--- config.mk ---
export PLATFORM = sky130hd
export DESIGN_NAME = bus_arbiter_flat
export DESIGN_NICKNAME = d
export VERILOG_FILES = /design/src/rtl/bus_arbiter_if.sv /design/src/rtl/bus_arbiter.sv /design/src/flat_wrapper.sv
export SDC_FILE = /design/constraint.sdc
export NUM_CORES = 1
export LEC_CHECK = 0
export BUFFER_PORTS_ARGS = -buffer_cell sky130_fd_sc_hd__buf_2
export CORE_UTILIZATION = 50
export DETAILED_ROUTE_END_ITERATION = 8
export GPL_TIMING_DRIVEN = 1
export PLACE_DENSITY = 0.9
export SLEW_MARGIN = 20
export SYNTH_ARGS = -nofsm -noshare
export SYNTH_HDL_FRONTEND = slang
export SYNTH_SLANG_ARGS = --single-unit
--- constraint.sdc ---
create_clock -name clk -period 4.36 [get_ports clk]
set_clock_uncertainty 0.1 [all_clocks]
set_input_delay 0.872 -clock clk [delete_from_list [all_inputs] [get_ports clk]]
set_output_delay 0.872 -clock clk [all_outputs]
set_load 0.02 [all_outputs]
--- src/rtl/bus_arbiter_if.sv ---
// Two-master data-bus bundle: master request/grant/done lines,
// shared read data and the single RAM port.
interface bus_arbiter_if #(
    parameter int ADDR_W = 32,
    parameter int DATA_W = 32
);
    logic              m0_req;
    logic              m0_we;
    logic [ADDR_W-1:0] m0_addr;
    logic [DATA_W-1:0] m0_wdata;
    logic [2:0]        m0_func3;
    logic              m0_lock;
    logic              m0_gnt;
    logic              m0_done;

    logic              m1_req;
    logic              m1_we;
    logic [ADDR_W-1:0] m1_addr;
    logic [DATA_W-1:0] m1_wdata;
    logic [2:0]        m1_func3;
    logic              m1_lock;
    logic              m1_gnt;
    logic              m1_done;

    logic [DATA_W-1:0] rdata;

    logic              busWe;
    logic [ADDR_W-1:0] busAddr;
    logic [DATA_W-1:0] busWData;
    logic [2:0]        busFunc3;
    logic [DATA_W-1:0] busRData;

    modport slave (
        input  m0_req, m0_we, m0_addr, m0_wdata, m0_func3, m0_lock,
        output m0_gnt, m0_done,
        input  m1_req, m1_we, m1_addr, m1_wdata, m1_func3, m1_lock,
        output m1_gnt, m1_done,
        output rdata,
        output busWe, busAddr, busWData, busFunc3,
        input  busRData
    );

    modport master (
        output m0_req, m0_we, m0_addr, m0_wdata, m0_func3, m0_lock,
        input  m0_gnt, m0_done,
        output m1_req, m1_we, m1_addr, m1_wdata, m1_func3, m1_lock,
        input  m1_gnt, m1_done,
        input  rdata,
        input  busWe, busAddr, busWData, busFunc3,
        output busRData
    );
endinterface

--- src/rtl/bus_arbiter.sv ---
// Two-master round-robin RAM port arbiter, IDLE/ACCESS/RESP sequencer.
// Optional grant locking is built when BUS_ARB_LOCK_EN is defined.
module bus_arbiter #(
    parameter int ADDR_W   = 32,
    parameter int DATA_W   = 32,
    parameter int LOCK_MAX = 4
) (
    input  logic          clk,
    input  logic          rst,
    bus_arbiter_if.slave  bus
);
    typedef enum logic [1:0] {
        S_IDLE   = 2'd0,
        S_ACCESS = 2'd1,
        S_RESP   = 2'd2
    } state_t;

    state_t            r_state;
    state_t            w_next;
    logic              r_last;
    logic              r_id;
    logic              r_we;
    logic [ADDR_W-1:0] r_addr;
    logic [DATA_W-1:0] r_wdata;
    logic [2:0]        r_func3;
    logic [DATA_W-1:0] r_rdata;

    logic              w_any;
    logic              w_win;
    logic              w_grant;
    logic              w_access;
    logic              w_resp;
    logic              w_we;
    logic [ADDR_W-1:0] w_addr;
    logic [DATA_W-1:0] w_wdata;
    logic [2:0]        w_func3;

`ifdef BUS_ARB_LOCK_EN
    localparam int CW = $clog2(LOCK_MAX + 1);
    logic [CW-1:0]     r_lock_cnt;
    logic              r_lock_flag;
    logic              w_relock;
    logic              w_lock;
`else
    logic              w_unused_lock;
    assign w_unused_lock = bus.m0_lock ^ bus.m1_lock;
`endif

    // Winner selection, next state and per-state strobes
    always_comb begin
        w_next   = r_state;
        w_grant  = 1'b0;
        w_access = 1'b0;
        w_resp   = 1'b0;
        w_any    = bus.m0_req | bus.m1_req;
        if (bus.m0_req && !bus.m1_req) begin
            w_win = 1'b0;
        end else if (bus.m1_req && !bus.m0_req) begin
            w_win = 1'b1;
        end else begin
            w_win = ~r_last;
        end
`ifdef BUS_ARB_LOCK_EN
        w_relock = r_lock_flag
                 && (r_lock_cnt < CW'(LOCK_MAX))
                 && (r_last ? bus.m1_req : bus.m0_req);
        if (w_relock) begin
            w_win = r_last;
        end
        w_lock = w_win ? bus.m1_lock : bus.m0_lock;
`endif
        unique case (r_state)
            S_IDLE: begin
                if (w_any) begin
                    w_grant = 1'b1;
                    w_next  = S_ACCESS;
                end
            end
            S_ACCESS: begin
                w_access = 1'b1;
                w_next   = S_RESP;
            end
            S_RESP: begin
                w_resp = 1'b1;
                w_next = S_IDLE;
            end
            default: w_next = S_IDLE;
        endcase
    end

    // Command of the selected master
    always_comb begin
        w_we    = w_win ? bus.m1_we    : bus.m0_we;
        w_addr  = w_win ? bus.m1_addr  : bus.m0_addr;
        w_wdata = w_win ? bus.m1_wdata : bus.m0_wdata;
        w_func3 = w_win ? bus.m1_func3 : bus.m0_func3;
    end

    // Sequencer state register
    always_ff @(posedge clk or negedge rst) begin
        if (!rst) begin
            r_state <= S_IDLE;
        end else begin
            r_state <= w_next;
        end
    end

    // Latch granted command and capture read data in ACCESS
    always_ff @(posedge clk or negedge rst) begin
        if (!rst) begin
            r_last  <= 1'b1;
            r_id    <= 1'b0;
            r_we    <= 1'b0;
            r_addr  <= '0;
            r_wdata <= '0;
            r_func3 <= '0;
            r_rdata <= '0;
        end else begin
            if (w_grant) begin
                r_last  <= w_win;
                r_id    <= w_win;
                r_we    <= w_we;
                r_addr  <= w_addr;
                r_wdata <= w_wdata;
                r_func3 <= w_func3;
            end
            if (w_access && !r_we) begin
                r_rdata <= bus.busRData;
            end
        end
    end

`ifdef BUS_ARB_LOCK_EN
    // Lock run length: bump on locked regrant, clear on unlocked or switch
    always_ff @(posedge clk or negedge rst) begin
        if (!rst) begin
            r_lock_cnt  <= '0;
            r_lock_flag <= 1'b0;
        end else if (w_grant) begin
            r_lock_flag <= w_lock;
            if (w_relock) begin
                r_lock_cnt <= r_lock_cnt + CW'(1);
            end else if (!w_lock || (w_win != r_last)) begin
                r_lock_cnt <= '0;
            end
        end
    end
`endif

    assign bus.m0_gnt   = rst & w_grant & ~w_win;
    assign bus.m1_gnt   = rst & w_grant &  w_win;
    assign bus.m0_done  = w_resp & ~r_id;
    assign bus.m1_done  = w_resp &  r_id;
    assign bus.rdata    = r_rdata;
    assign bus.busWe    = w_access & r_we;
    assign bus.busAddr  = w_access ? r_addr  : '0;
    assign bus.busWData = w_access ? r_wdata : '0;
    assign bus.busFunc3 = w_access ? r_func3 : '0;
endmodule

--- src/flat_wrapper.sv ---
// flat-port wrapper written by rule: the top's interface ports become plain ports
module bus_arbiter_flat 
#(
    parameter int ADDR_W   = 32,
    parameter int DATA_W   = 32,
    parameter int LOCK_MAX = 4
)
  (clk, rst, bus_m0_req, bus_m0_we, bus_m0_addr, bus_m0_wdata, bus_m0_func3, bus_m0_lock, bus_m0_gnt, bus_m0_done, bus_m1_req, bus_m1_we, bus_m1_addr, bus_m1_wdata, bus_m1_func3, bus_m1_lock, bus_m1_gnt, bus_m1_done, bus_rdata, bus_busWe, bus_busAddr, bus_busWData, bus_busFunc3, bus_busRData);
  bus_arbiter_if #(.ADDR_W(ADDR_W), .DATA_W(DATA_W)) bus_i ();
  input  logic clk;
  input  logic rst;
  input wire logic [$bits(bus_i.m0_req)-1:0] bus_m0_req;
  input wire logic [$bits(bus_i.m0_we)-1:0] bus_m0_we;
  input wire logic [$bits(bus_i.m0_addr)-1:0] bus_m0_addr;
  input wire logic [$bits(bus_i.m0_wdata)-1:0] bus_m0_wdata;
  input wire logic [$bits(bus_i.m0_func3)-1:0] bus_m0_func3;
  input wire logic [$bits(bus_i.m0_lock)-1:0] bus_m0_lock;
  output wire logic [$bits(bus_i.m0_gnt)-1:0] bus_m0_gnt;
  output wire logic [$bits(bus_i.m0_done)-1:0] bus_m0_done;
  input wire logic [$bits(bus_i.m1_req)-1:0] bus_m1_req;
  input wire logic [$bits(bus_i.m1_we)-1:0] bus_m1_we;
  input wire logic [$bits(bus_i.m1_addr)-1:0] bus_m1_addr;
  input wire logic [$bits(bus_i.m1_wdata)-1:0] bus_m1_wdata;
  input wire logic [$bits(bus_i.m1_func3)-1:0] bus_m1_func3;
  input wire logic [$bits(bus_i.m1_lock)-1:0] bus_m1_lock;
  output wire logic [$bits(bus_i.m1_gnt)-1:0] bus_m1_gnt;
  output wire logic [$bits(bus_i.m1_done)-1:0] bus_m1_done;
  output wire logic [$bits(bus_i.rdata)-1:0] bus_rdata;
  output wire logic [$bits(bus_i.busWe)-1:0] bus_busWe;
  output wire logic [$bits(bus_i.busAddr)-1:0] bus_busAddr;
  output wire logic [$bits(bus_i.busWData)-1:0] bus_busWData;
  output wire logic [$bits(bus_i.busFunc3)-1:0] bus_busFunc3;
  input wire logic [$bits(bus_i.busRData)-1:0] bus_busRData;
  assign bus_i.m0_req = bus_m0_req;
  assign bus_i.m0_we = bus_m0_we;
  assign bus_i.m0_addr = bus_m0_addr;
  assign bus_i.m0_wdata = bus_m0_wdata;
  assign bus_i.m0_func3 = bus_m0_func3;
  assign bus_i.m0_lock = bus_m0_lock;
  assign bus_m0_gnt = bus_i.m0_gnt;
  assign bus_m0_done = bus_i.m0_done;
  assign bus_i.m1_req = bus_m1_req;
  assign bus_i.m1_we = bus_m1_we;
  assign bus_i.m1_addr = bus_m1_addr;
  assign bus_i.m1_wdata = bus_m1_wdata;
  assign bus_i.m1_func3 = bus_m1_func3;
  assign bus_i.m1_lock = bus_m1_lock;
  assign bus_m1_gnt = bus_i.m1_gnt;
  assign bus_m1_done = bus_i.m1_done;
  assign bus_rdata = bus_i.rdata;
  assign bus_busWe = bus_i.busWe;
  assign bus_busAddr = bus_i.busAddr;
  assign bus_busWData = bus_i.busWData;
  assign bus_busFunc3 = bus_i.busFunc3;
  assign bus_i.busRData = bus_busRData;
  bus_arbiter #(.ADDR_W(ADDR_W), .DATA_W(DATA_W), .LOCK_MAX(LOCK_MAX)) u_core (.clk(clk), .rst(rst), .bus(bus_i));
endmodule
==> impl_metrics.py, run 1 <==
metrics = {
    "outcome": {
        "status": "finished, final reports clean",
    },
    "logic_synthesis": {
        "synth_top_area_cell": "dfrtp_1",
        "syn-mean-instance-area_um2": 10.14,
        "synth_nets": 731,
        "yosys.area.top_type_share_pct": 45.64,
        "synthDistinctLibCells": 26,
        "ys_seq_elements": 104,
        "synth_area_leaders": "dfrtp_1, nand3b_1, and2_1",
        "yosysSeqAreaShare_pct": 46.10,
        "synth.cell_area_mm2": 0.005648,
        "postSynthCellCount": 557,
        "ys.warnings.count": 0,
    },
    "final_layout": {
        "layout-drive-gt1-share_pct": 42.75,
        "nets": 962,
        "area_growth_pct": 28.82,
        "multi_input_area_mm2": 0.002736,
        "fillCellCount": 870,
        "diodes": 0,
        "final-seq-area_mm2": 0.002604,
        "final_cell_count_no_fill": 933,
    },
    "job": {
        "drv_cap": 0,
    },
    "global_routing": {
        "antenna_found_initial": 0,
        "grt_overflow": 0,
        "grt_pass1_wl_mm": 25.22,
        "grt_pass1_vias": 5112,
        "grt_usage_pct": 27.84,
        "grt_max_degree": 137,
    },
    "floorplan": {
        "core_area_mm2": 0.01094,
        "die_x_um": 108.3,
        "fp-row-count": 38,
        "initial_utilization_pct": 51.65,
        "die-height_um": 108.3,
        "dieArea_mm2": 0.01172,
        "io_pins": 278,
    },
    "placed_design": {
        "dp_cells": 917,
        "place_congestion": 0.8226,
        "io_buffers": 275,
        "hpwl_mm": 10.97,
    },
    "pwr": {
        "powerDensity_mw_per_mm2": 750.4,
        "peakVddDrop_v": 0.0005020,
        "p_leak_nw": 3.356,
    },
    "detailed_routing": {
        "antenna_left": 0,
        "wl_per_cell_um": 17.62,
        "drcViolationCount": 0,
        "drt-total-wl_mm": 16.44,
        "viasPerCell": 5.688,
        "dr.pass1.iters": 5,
        "vias": 5307,
        "drtIter0Drc": 478,
    },
    "timing": {
        "drv_slew": 0,
        "fin_crit_ps": 2919,
        "fin_crit_sh_pct": 66.95,
        "tightest_slew_ps": 983.5,
        "hold_violations": 0,
        "rsz0062_at_grt": "no",
        "finalSetupTns_ps": 0,
        "slew-limit-headroom_pct": 34.43,
        "setup_viol": 0,
        "fmax_mhz": 342.6,
    },
    "hold_path": {
        "min_from": "u_core.bus.rdata[16]$_DFFE_PN0P_",
        "hp-class": "register to register",
    },
    "critical_path": {
        "cp_top_family": "simple AND/OR/NAND/NOR gates",
        "cp-start-kind": "input port",
        "cp-end-kind": "output port",
        "path_cells": "buf_2 > or2_2 > and2_4 > and3_1 > buf_2",
        "critical_path_buf_inv_count": 2,
        "crit_slowest_cell": "or2_2",
        "worstPathRequired_ps": 3390,
        "arrival_ps": 1950,
        "path_common_cell": "buf_2",
        "cp-startpoint": "bus_m0_req",
        "worstPathMaxFanout": 25,
        "slowest_delay_ps": 290,
        "r2r-start": "u_core.r_state[0]$_DFFE_PN0P_",
        "crit_type": "input port to output port",
    },
    "clock_tree": {
        "cts.clk_slew.worst_paths_ps": 70,
        "clk_latency_ps": 330,
        "cts_tree": "built",
        "cts_made_buffers": 9,
        "htreeDepth": 3,
        "cts_resized": 0,
        "clock-root-buffer": "clkbuf_16",
        "holdBufCountCts": 0,
        "clockBufferDepth": 2,
        "clkSinkCount": 104,
        "post_cts_buffers": 0,
    },
}
-- final timing paths --
path                                               endpoint  slack, ps  cells past startpoint
max                                              bus_m0_gnt       1440                      5
max reg2reg                u_core.bus.rdata[27]$_DFFE_PN0P_       1700                      4
min                        u_core.bus.rdata[16]$_DFFE_PN0P_        390                      1
min reg2reg                u_core.bus.rdata[16]$_DFFE_PN0P_        390                      1
min in group asynchronous  u_core.bus.rdata[30]$_DFFE_PN0P_        450                      1
max in group asynchronous     u_core.r_state[0]$_DFFE_PN0P_       2520                      2
-- per-stage QoR --
step | total power, mW | cell area (um^2) | hold WS [ps] | utilization (%) | worst slack, ps
CTS | 5.491 | 7276 | 388.8 | 66.53 | 1442
global placement | 4.544 | 6962 | 362.7 | 63.66 | 1456
detailed placement | 4.648 | 6962 | 372.3 | 63.66 | 1444
finish | 5.459 | 7276 | 387.3 | 66.53 | 1441
floorplan | 3.780 | 5648 | 401.4 | - | 1630
global route | 5.816 | 7276 | 404.2 | 66.53 | 1357
-- cells in the final DEF (no fill, tap or decap), drive strengths merged, types with 3 or more instances in the layout --
cell / instances
buf: 284
dfrtp: 103
a21oi: 72
and2: 69
nand3b: 68
o21ai: 68
a31oi: 68
mux2: 32
clkbuf: 10
nor2: 3
-- final cells by class --
class | count | share of cell area, %
clock buffers | 10 | 3.285
clock inverters | 6 | 1.032
multi-input cells | 389 | 37.61
flip-flops and latches | 104 | 35.79
well taps | 140 | 2.408
repair buffers | 284 | 19.88
-- synth_stat cells --
master    count
buf_1         1
buf_4         1
a21oi_1      71
nor2b_1       1
a31oi_2      29
nor2b_4       1
dfrtp_1     103
a21oi_2       1
buf_2        10
and3b_1       2
a21bo_2       1
clkbuf_2      1
dfstp_2       1
and3_1        1
and2_1       69
a31oi_1      39
clkbuf_1     40
buf_6        11
o21ai_1       1
nand3b_1     68
o21ai_0      67
nor2_1        3
mux2_1       32
or2_1         1
a21boi_2      1
nor3b_1       1
-- sequential cells by signal, indices dropped and copies added, names as in the netlist --
signal,count
u_core.bus.rdata,32
u_core.r_addr,32
u_core.r_func3,3
u_core.r_id,1
u_core.r_last,1
u_core.r_state,2
u_core.r_wdata,32
u_core.r_we,1
-- per-layer routing --
layer	global-route usage (%)	routed length, um	share of wire, %
met3	7.052	1462	8.9
met1	32.54	6265	38
met5	0	0	0
met2	48.54	8294	50
met4	11.58	422	2.6
-- power by group --
group | total, mW | switching (mW) | leakage, nW | internal (mW)
Clock | 0.843 | 0.374 | 0.151 | 0.470
Combinational | 2.89 | 1.80 | 2.02 | 1.09
Sequential | 1.73 | 0.260 | 1.19 | 1.47
-- worst reg2reg max path, cell delays in order, from the launching register on --
cell	delay, ps
dfrtp_1	420
nor2b_4	450
buf_4	340
nor2b_4	820
mux2_1	420
-- logic make-up after synthesis --
logic type | share of synthesized area (%)
compound gates | 23.59
buf+inv | 6.026
flops | 46.10
simple gates | 17.90
mux | 6.380
Power figures use the tool's default switching activity.
==> inputs of run 2 (changes only) <==
--- a/config.mk
+++ b/config.mk
@@ -6,10 +6,10 @@
 export NUM_CORES = 1
 export LEC_CHECK = 0
 export BUFFER_PORTS_ARGS = -buffer_cell sky130_fd_sc_hd__buf_2
-export CORE_UTILIZATION = 50
+export CORE_UTILIZATION = 47
 export DETAILED_ROUTE_END_ITERATION = 8
 export GPL_TIMING_DRIVEN = 1
-export PLACE_DENSITY = 0.9
+export PLACE_DENSITY = 0.86
 export SLEW_MARGIN = 20
 export SYNTH_ARGS = -nofsm -noshare
 export SYNTH_HDL_FRONTEND = slang
==> constraint.sdc (replaced) <==
create_clock -name clk -period 2.8 [get_ports clk]
set_clock_uncertainty 0.1 [all_clocks]
set_input_delay 0.56 -clock clk [delete_from_list [all_inputs] [get_ports clk]]
set_output_delay 0.56 -clock clk [all_outputs]
set_load 0.02 [all_outputs]
==> run 2 against run 1 <==
Against the previous run:
- critical endpoint is now bus_busWData[3]
- worst setup slack worse by 1100 ps
- final cell count up 0.96%
- non-clock buffer count up 5
- first-iteration DRC count down 14%
- sequential share of layout area down 0.086 points
- clock power up 42%
- sequential power up 54%
- global-route usage down 2.2 points
- register-to-register slack worse by 970 ps
- the flow now finishes with violations (DRC)
- utilization down 3.5 points
==> impl_metrics.py, run 2 (synthesis gave the netlist of run 1 again) <==
metrics = {
    "detailed_routing": {
        "drt-total-wl_mm": 16.05,
        "drcViolationCount": 20,
        "vias": 5307,
        "viasPerCell": 5.634,
        "antenna_left": 0,
        "dr.pass1.iters": 9,
        "wl_per_cell_um": 17.04,
        "drtIter0Drc": 413,
    },
    "timing": {
        "fin_crit_ps": 2507,
        "drv_slew": 0,
        "hold_violations": 0,
        "holdWs_ps": 255.9,
        "rsz0062_at_grt": "no",
        "setup_viol": 0,
        "fin_crit_sh_pct": 89.53,
        "fmax_mhz": 398.9,
        "slew-limit-headroom_pct": 34.48,
        "finalSetupTns_ps": 0,
        "tightest_slew_ps": 982.7,
    },
    "pwr": {
        "p_seq_share_pct": 31.8,
        "p_int_mw": 4.631,
        "power_mw": 8.381,
        "peakVddDrop_v": 0.0004370,
        "p_sw_share_pct": 44.74,
        "p_sw_mw": 3.750,
        "powerDensity_mw_per_mm2": 1149,
        "p_leak_nw": 3.371,
        "clock_power_share_pct": 14.3,
        "combPwrFrac_pct": 53.9,
    },
    "critical_path": {
        "r2r_setup_slack_ps": 730,
        "crit_slowest_cell": "nor2b_4",
        "critical_path_buf_inv_count": 2,
        "worstPathMaxFanout": 21,
        "cp-end-kind": "output port",
        "crit_type": "register to output port",
        "slowest_delay_ps": 440,
        "arrival_ps": 1850,
        "path_cells": "nor2b_4 > buf_4 > and2_1 > buf_2",
        "worstPathRequired_ps": 2140,
        "cp_top_family": "simple AND/OR/NAND/NOR gates",
        "cp-start-kind": "register",
    },
    "global_routing": {
        "grt_pass1_vias": 5065,
        "grt_usage_pct": 25.66,
        "grt_max_degree": 137,
        "grt_overflow": 0,
        "grt_pass1_wl_mm": 25.34,
        "antenna_found_initial": 1,
    },
    "floorplan": {
        "dieArea_mm2": 0.01246,
        "io_pins": 278,
        "die-height_um": 111.6,
        "core_area_mm2": 0.01156,
        "initial_utilization_pct": 48.84,
        "fp-row-count": 39,
        "die_x_um": 111.6,
    },
    "placed_design": {
        "hpwl_mm": 10.59,
        "place_congestion": 0.7555,
        "io_buffers": 275,
    },
    "clock_tree": {
        "holdBufCountCts": 0,
        "clockBufferDepth": 2,
        "clock-root-buffer": "clkbuf_16",
        "post_cts_buffers": 0,
        "clk_latency_ps": 330,
        "clkSinkCount": 104,
        "cts_resized": 0,
        "cts_made_buffers": 9,
        "htreeDepth": 3,
        "cts.clk_slew.worst_paths_ps": 70,
        "cts_tree": "built",
    },
    "job": {
        "drv_cap": 0,
    },
    "final_layout": {
        "fin_util_pct": 63.06,
        "area_growth_pct": 29.13,
        "layout_commonest_cell": "buf_2",
        "nets": 967,
        "layout-drive-gt1-share_pct": 43.11,
        "mostFrequentLayoutCells": "buf_2, dfrtp_1, a21oi_1, and2_1, nand3b_1",
    },
    "outcome": {
        "status": "finished, violations left",
        "violations": "DRC",
    },
    "hold_path": {
        "hp-class": "input port to asynchronous set/reset pin",
    },
}
run 2: cell types whose count changed in the layout (fill, tap and decap cells not counted):
cell / previous run / this run
nor2b_2: 0 / 1
clkinv_4: 2 / 1
bufinv_16: 1 / 0
nor2b_4: 2 / 1
buf_12: 0 / 1
clkbuf_8: 1 / 0
diode_2: 0 / 1
clkinv_2: 0 / 2
buf_4: 10 / 14
inv_6: 1 / 2
run 2: final cells by class:
type / instances / area [um^2]
Antenna cell: 1 / 2.502
Fill cell: 967 / 4272
Timing Repair Buffer: 289 / 1496
Tap cell: 143 / 178.9
Clock inverter: 7 / 55.05
Multi-Input combinational cell: 389 / 2731
Clock buffer: 9 / 225.2
Sequential cell: 104 / 2604
run 2: metal layers:
layer,vias to the layer above,GRT usage [%],wire length [um]
met5,-,0,0
met2,262,44.72,8106
li1,2496,-,-
met3,32,4.954,1286
met1,2517,31.00,6262
met4,0,10.81,394
run 2: worst paths after layout:
| kind | startpoint | endpoint | cells past startpoint |
|---|---|---|---|
| worst min-delay path | rst | u_core.r_wdata[20]$_DFFE_PN0P_ | 2 |
| worst max-delay path | u_core.r_state[0]$_DFFE_PN0P_ | bus_busWData[3] | 4 |
| worst min register to register | u_core.bus.rdata[16]$_DFFE_PN0P_ | u_core.bus.rdata[16]$_DFFE_PN0P_ | 1 |
| min in group clk | bus_busRData[14] | u_core.bus.rdata[14]$_DFFE_PN0P_ | 2 |
| worst max register to register | u_core.r_state[0]$_DFFE_PN0P_ | u_core.bus.rdata[11]$_DFFE_PN0P_ | 4 |
| max in group asynchronous | rst | u_core.r_wdata[12]$_DFFE_PN0P_ | 2 |
run 2: power groups by stage:
stage                     clock network (mW)  registers (mW)  logic, mW
after global routing                    1.30            2.75       4.89
after floorplan                            0            2.89       2.99
after CTS                               1.22            2.66       4.55
final                                   1.20            2.67       4.51
after detailed placement                   0            2.68       4.55
after global placement                     0            2.63       4.47
run 2: per-stage QoR:
stage	std cells	worst slack (ps)	cell area, um^2
5_1_grt	942	138.9	7293
3_3_place_gp	925	574.0	7010
6_report	942	293.0	7293
4_1_cts	941	235.8	7291
3_5_place_dp	925	522.6	7010
2_1_floorplan	557	693.7	5648
==> inputs of run 3 (changes only) <==
--- a/config.mk
+++ b/config.mk
@@ -6,10 +6,13 @@
 export NUM_CORES = 1
 export LEC_CHECK = 0
 export BUFFER_PORTS_ARGS = -buffer_cell sky130_fd_sc_hd__buf_2
-export CORE_UTILIZATION = 47
+export CELL_PAD_IN_SITES_DETAIL_PLACEMENT = 0
+export CELL_PAD_IN_SITES_GLOBAL_PLACEMENT = 2
+export CORE_UTILIZATION = 27
 export DETAILED_ROUTE_END_ITERATION = 8
 export GPL_TIMING_DRIVEN = 1
 export PLACE_DENSITY = 0.86
+export RECOVER_POWER = 50
 export SLEW_MARGIN = 20
 export SYNTH_ARGS = -nofsm -noshare
 export SYNTH_HDL_FRONTEND = slang
==> run 3 against run 2 <==
Against the previous run:
- the run ends with slew limit left
- hold slack better by 63 ps
- sequential power hardly changed
- global-route usage is 8.9 points lower
- die area is 73% higher
- final cell count is 13% higher
- combinational power is 1% lower
- via count is 2.7% lower
- fmax is 5.5% higher
- sequential share of layout area is 0.58 points lower
- design area is 1.6% higher
- largest power group unchanged
==> impl_metrics.py, run 3 (synthesis gave the netlist of run 1 again) <==
metrics = {
    "final_layout": {
        "layout-drive-gt1-share_pct": 38.41,
        "diodes": 0,
        "layout_commonest_cell": "buf_2",
        "mostFrequentLayoutCells": "buf_2, dfrtp_1, a21oi_1, and2_1, nand3b_1",
        "area_growth_pct": 31.26,
        "nets": 963,
        "final_cell_count_no_fill": 1064,
        "fin_area_mm2": 0.007413,
    },
    "critical_path": {
        "cp-start-kind": "register",
        "crit_type": "register to output port",
        "crit_slowest_cell": "dfrtp_1",
        "slowest_delay_ps": 430,
        "r2r_setup_slack_ps": 680,
        "path_cells": "nor2_1 > and2_4 > and3b_1 > buf_2",
        "cp-startpoint": "u_core.r_state[1]$_DFFE_PN0P_",
        "worstPathMaxFanout": 25,
        "reg2reg_depth": 4,
        "worstPathRequired_ps": 2140,
        "r2r-start": "u_core.r_state[1]$_DFFE_PN0P_",
        "arrival_ps": 1720,
        "reg2reg_to": "u_core.r_addr[17]$_DFFE_PN0P_",
        "cp-end-kind": "output port",
    },
    "detailed_routing": {
        "wl_per_cell_um": 16.93,
        "viasPerCell": 4.853,
        "drt-total-wl_mm": 18.02,
        "dr.pass1.iters": 4,
        "vias": 5164,
        "antenna_left": 0,
        "drtIter0Drc": 144,
        "drcViolationCount": 0,
    },
    "placed_design": {
        "dp_cells": 1048,
        "hpwl_mm": 11.26,
        "place_congestion": 0.7174,
        "place_area_mm2": 0.007164,
        "io_buffers": 275,
    },
    "clock_tree": {
        "cts_tree": "built",
        "clock-root-buffer": "clkbuf_16",
        "post_cts_buffers": 0,
        "cts_made_buffers": 9,
        "clkSinkCount": 104,
        "holdBufCountCts": 0,
        "clk_latency_ps": 340,
        "cts.clk_slew.worst_paths_ps": 80,
        "clockBufferDepth": 2,
        "cts_resized": 0,
        "htreeDepth": 3,
    },
    "pwr": {
        "p_seq_share_pct": 31.5,
        "combPwrFrac_pct": 52.7,
        "powerDensity_mw_per_mm2": 1140,
        "peakVddDrop_v": 0.0004965,
        "power_mw": 8.451,
        "clock_power_share_pct": 15.8,
        "p_leak_nw": 3.264,
        "p_int_mw": 4.657,
        "p_sw_mw": 3.794,
        "p_sw_share_pct": 44.89,
    },
    "timing": {
        "rsz0062_at_grt": "no",
        "setup_viol": 0,
        "hold_violations": 0,
        "fin_crit_sh_pct": 84.90,
        "drv_slew": 104,
        "fmax_mhz": 420.7,
        "slew-limit-headroom_pct": -1.091,
        "tightest_slew_ps": 1516,
        "fin_crit_ps": 2377,
        "finalSetupTns_ps": 0,
    },
    "global_routing": {
        "grt_pass1_wl_mm": 28.17,
        "grt_max_degree": 137,
        "grt_pass1_vias": 5233,
        "grt_usage_pct": 16.73,
        "antenna_found_initial": 0,
        "grt_overflow": 0,
    },
    "outcome": {
        "violations": "slew limit",
        "status": "finished, violations left",
    },
    "job": {
        "drv_cap": 0,
    },
    "hold_path": {
        "holdPathEnd": "u_core.bus.rdata[2]$_DFFE_PN0P_",
        "hold_depth": 2,
        "min_from": "bus_busRData[2]",
        "hp-class": "input port to register",
    },
    "floorplan": {
        "fp-row-count": 52,
        "dieArea_mm2": 0.02150,
        "io_pins": 278,
        "die-height_um": 146.6,
        "die_x_um": 146.6,
        "initial_utilization_pct": 27.73,
        "core_area_mm2": 0.02036,
    },
}
run 3: worst max-delay path by stage:
stage | depth (start not counted) | slack (ps) | endpoint
finish | 4 | 420 | bus_m1_gnt
global route | 4 | 310 | bus_m1_gnt
CTS | 4 | 430 | bus_m1_gnt
detailed placement | 5 | 460 | u_core.r_wdata[28]$_DFFE_PN0P_
global placement | 5 | 500 | u_core.r_wdata[25]$_DFFE_PN0P_
floorplan | 5 | 690 | bus_m0_gnt
run 3: area by class of cell:
class                   count  area [um^2]
clock inverters             6        75.07
clock buffers              10        239.0
repair buffers            285         1434
well taps                 270        337.8
multi-input cells         389         2724
fillers                  2168        12950
flip-flops and latches    104         2604
run 3: through the flow:
step / hold slack [ps] / setup slack, ps / util, %
finish: 318.9 / 422.8 / 36.40
global route: 308.0 / 309.4 / 36.40
CTS: 252.2 / 430.5 / 36.72
detailed placement: 369.4 / 461.2 / 35.18
global placement: 361.6 / 502.6 / 35.18
floorplan: 164.4 / 693.7 / -
run 3: worst max-delay path: cells and delay by family, from the launching register on:
family	cells	cell delay (ps)
buffers and inverters	1	170
DFF	1	430
and+or+nand+nor	3	770
run 3: power by group through the flow:
stage | clock (mW) | sequential [mW] | combinational (mW)
after global placement | 0 | 2.65 | 4.55
after floorplan | 0 | 2.89 | 2.99
after global routing | 1.46 | 2.76 | 4.86
after CTS | 1.41 | 2.66 | 4.60
after detailed placement | 0 | 2.68 | 4.60
final | 1.34 | 2.66 | 4.45
run 3: routing by layer:
layer | GRT usage, % | vias to the layer above | wire, um
met2 | 29.31 | 192 | 8855
met3 | 3.750 | 17 | 1159
li1 | - | 2485 | -
met4 | 5.625 | 0 | 291
met1 | 20.09 | 2470 | 7712
met5 | 0 | - | 0
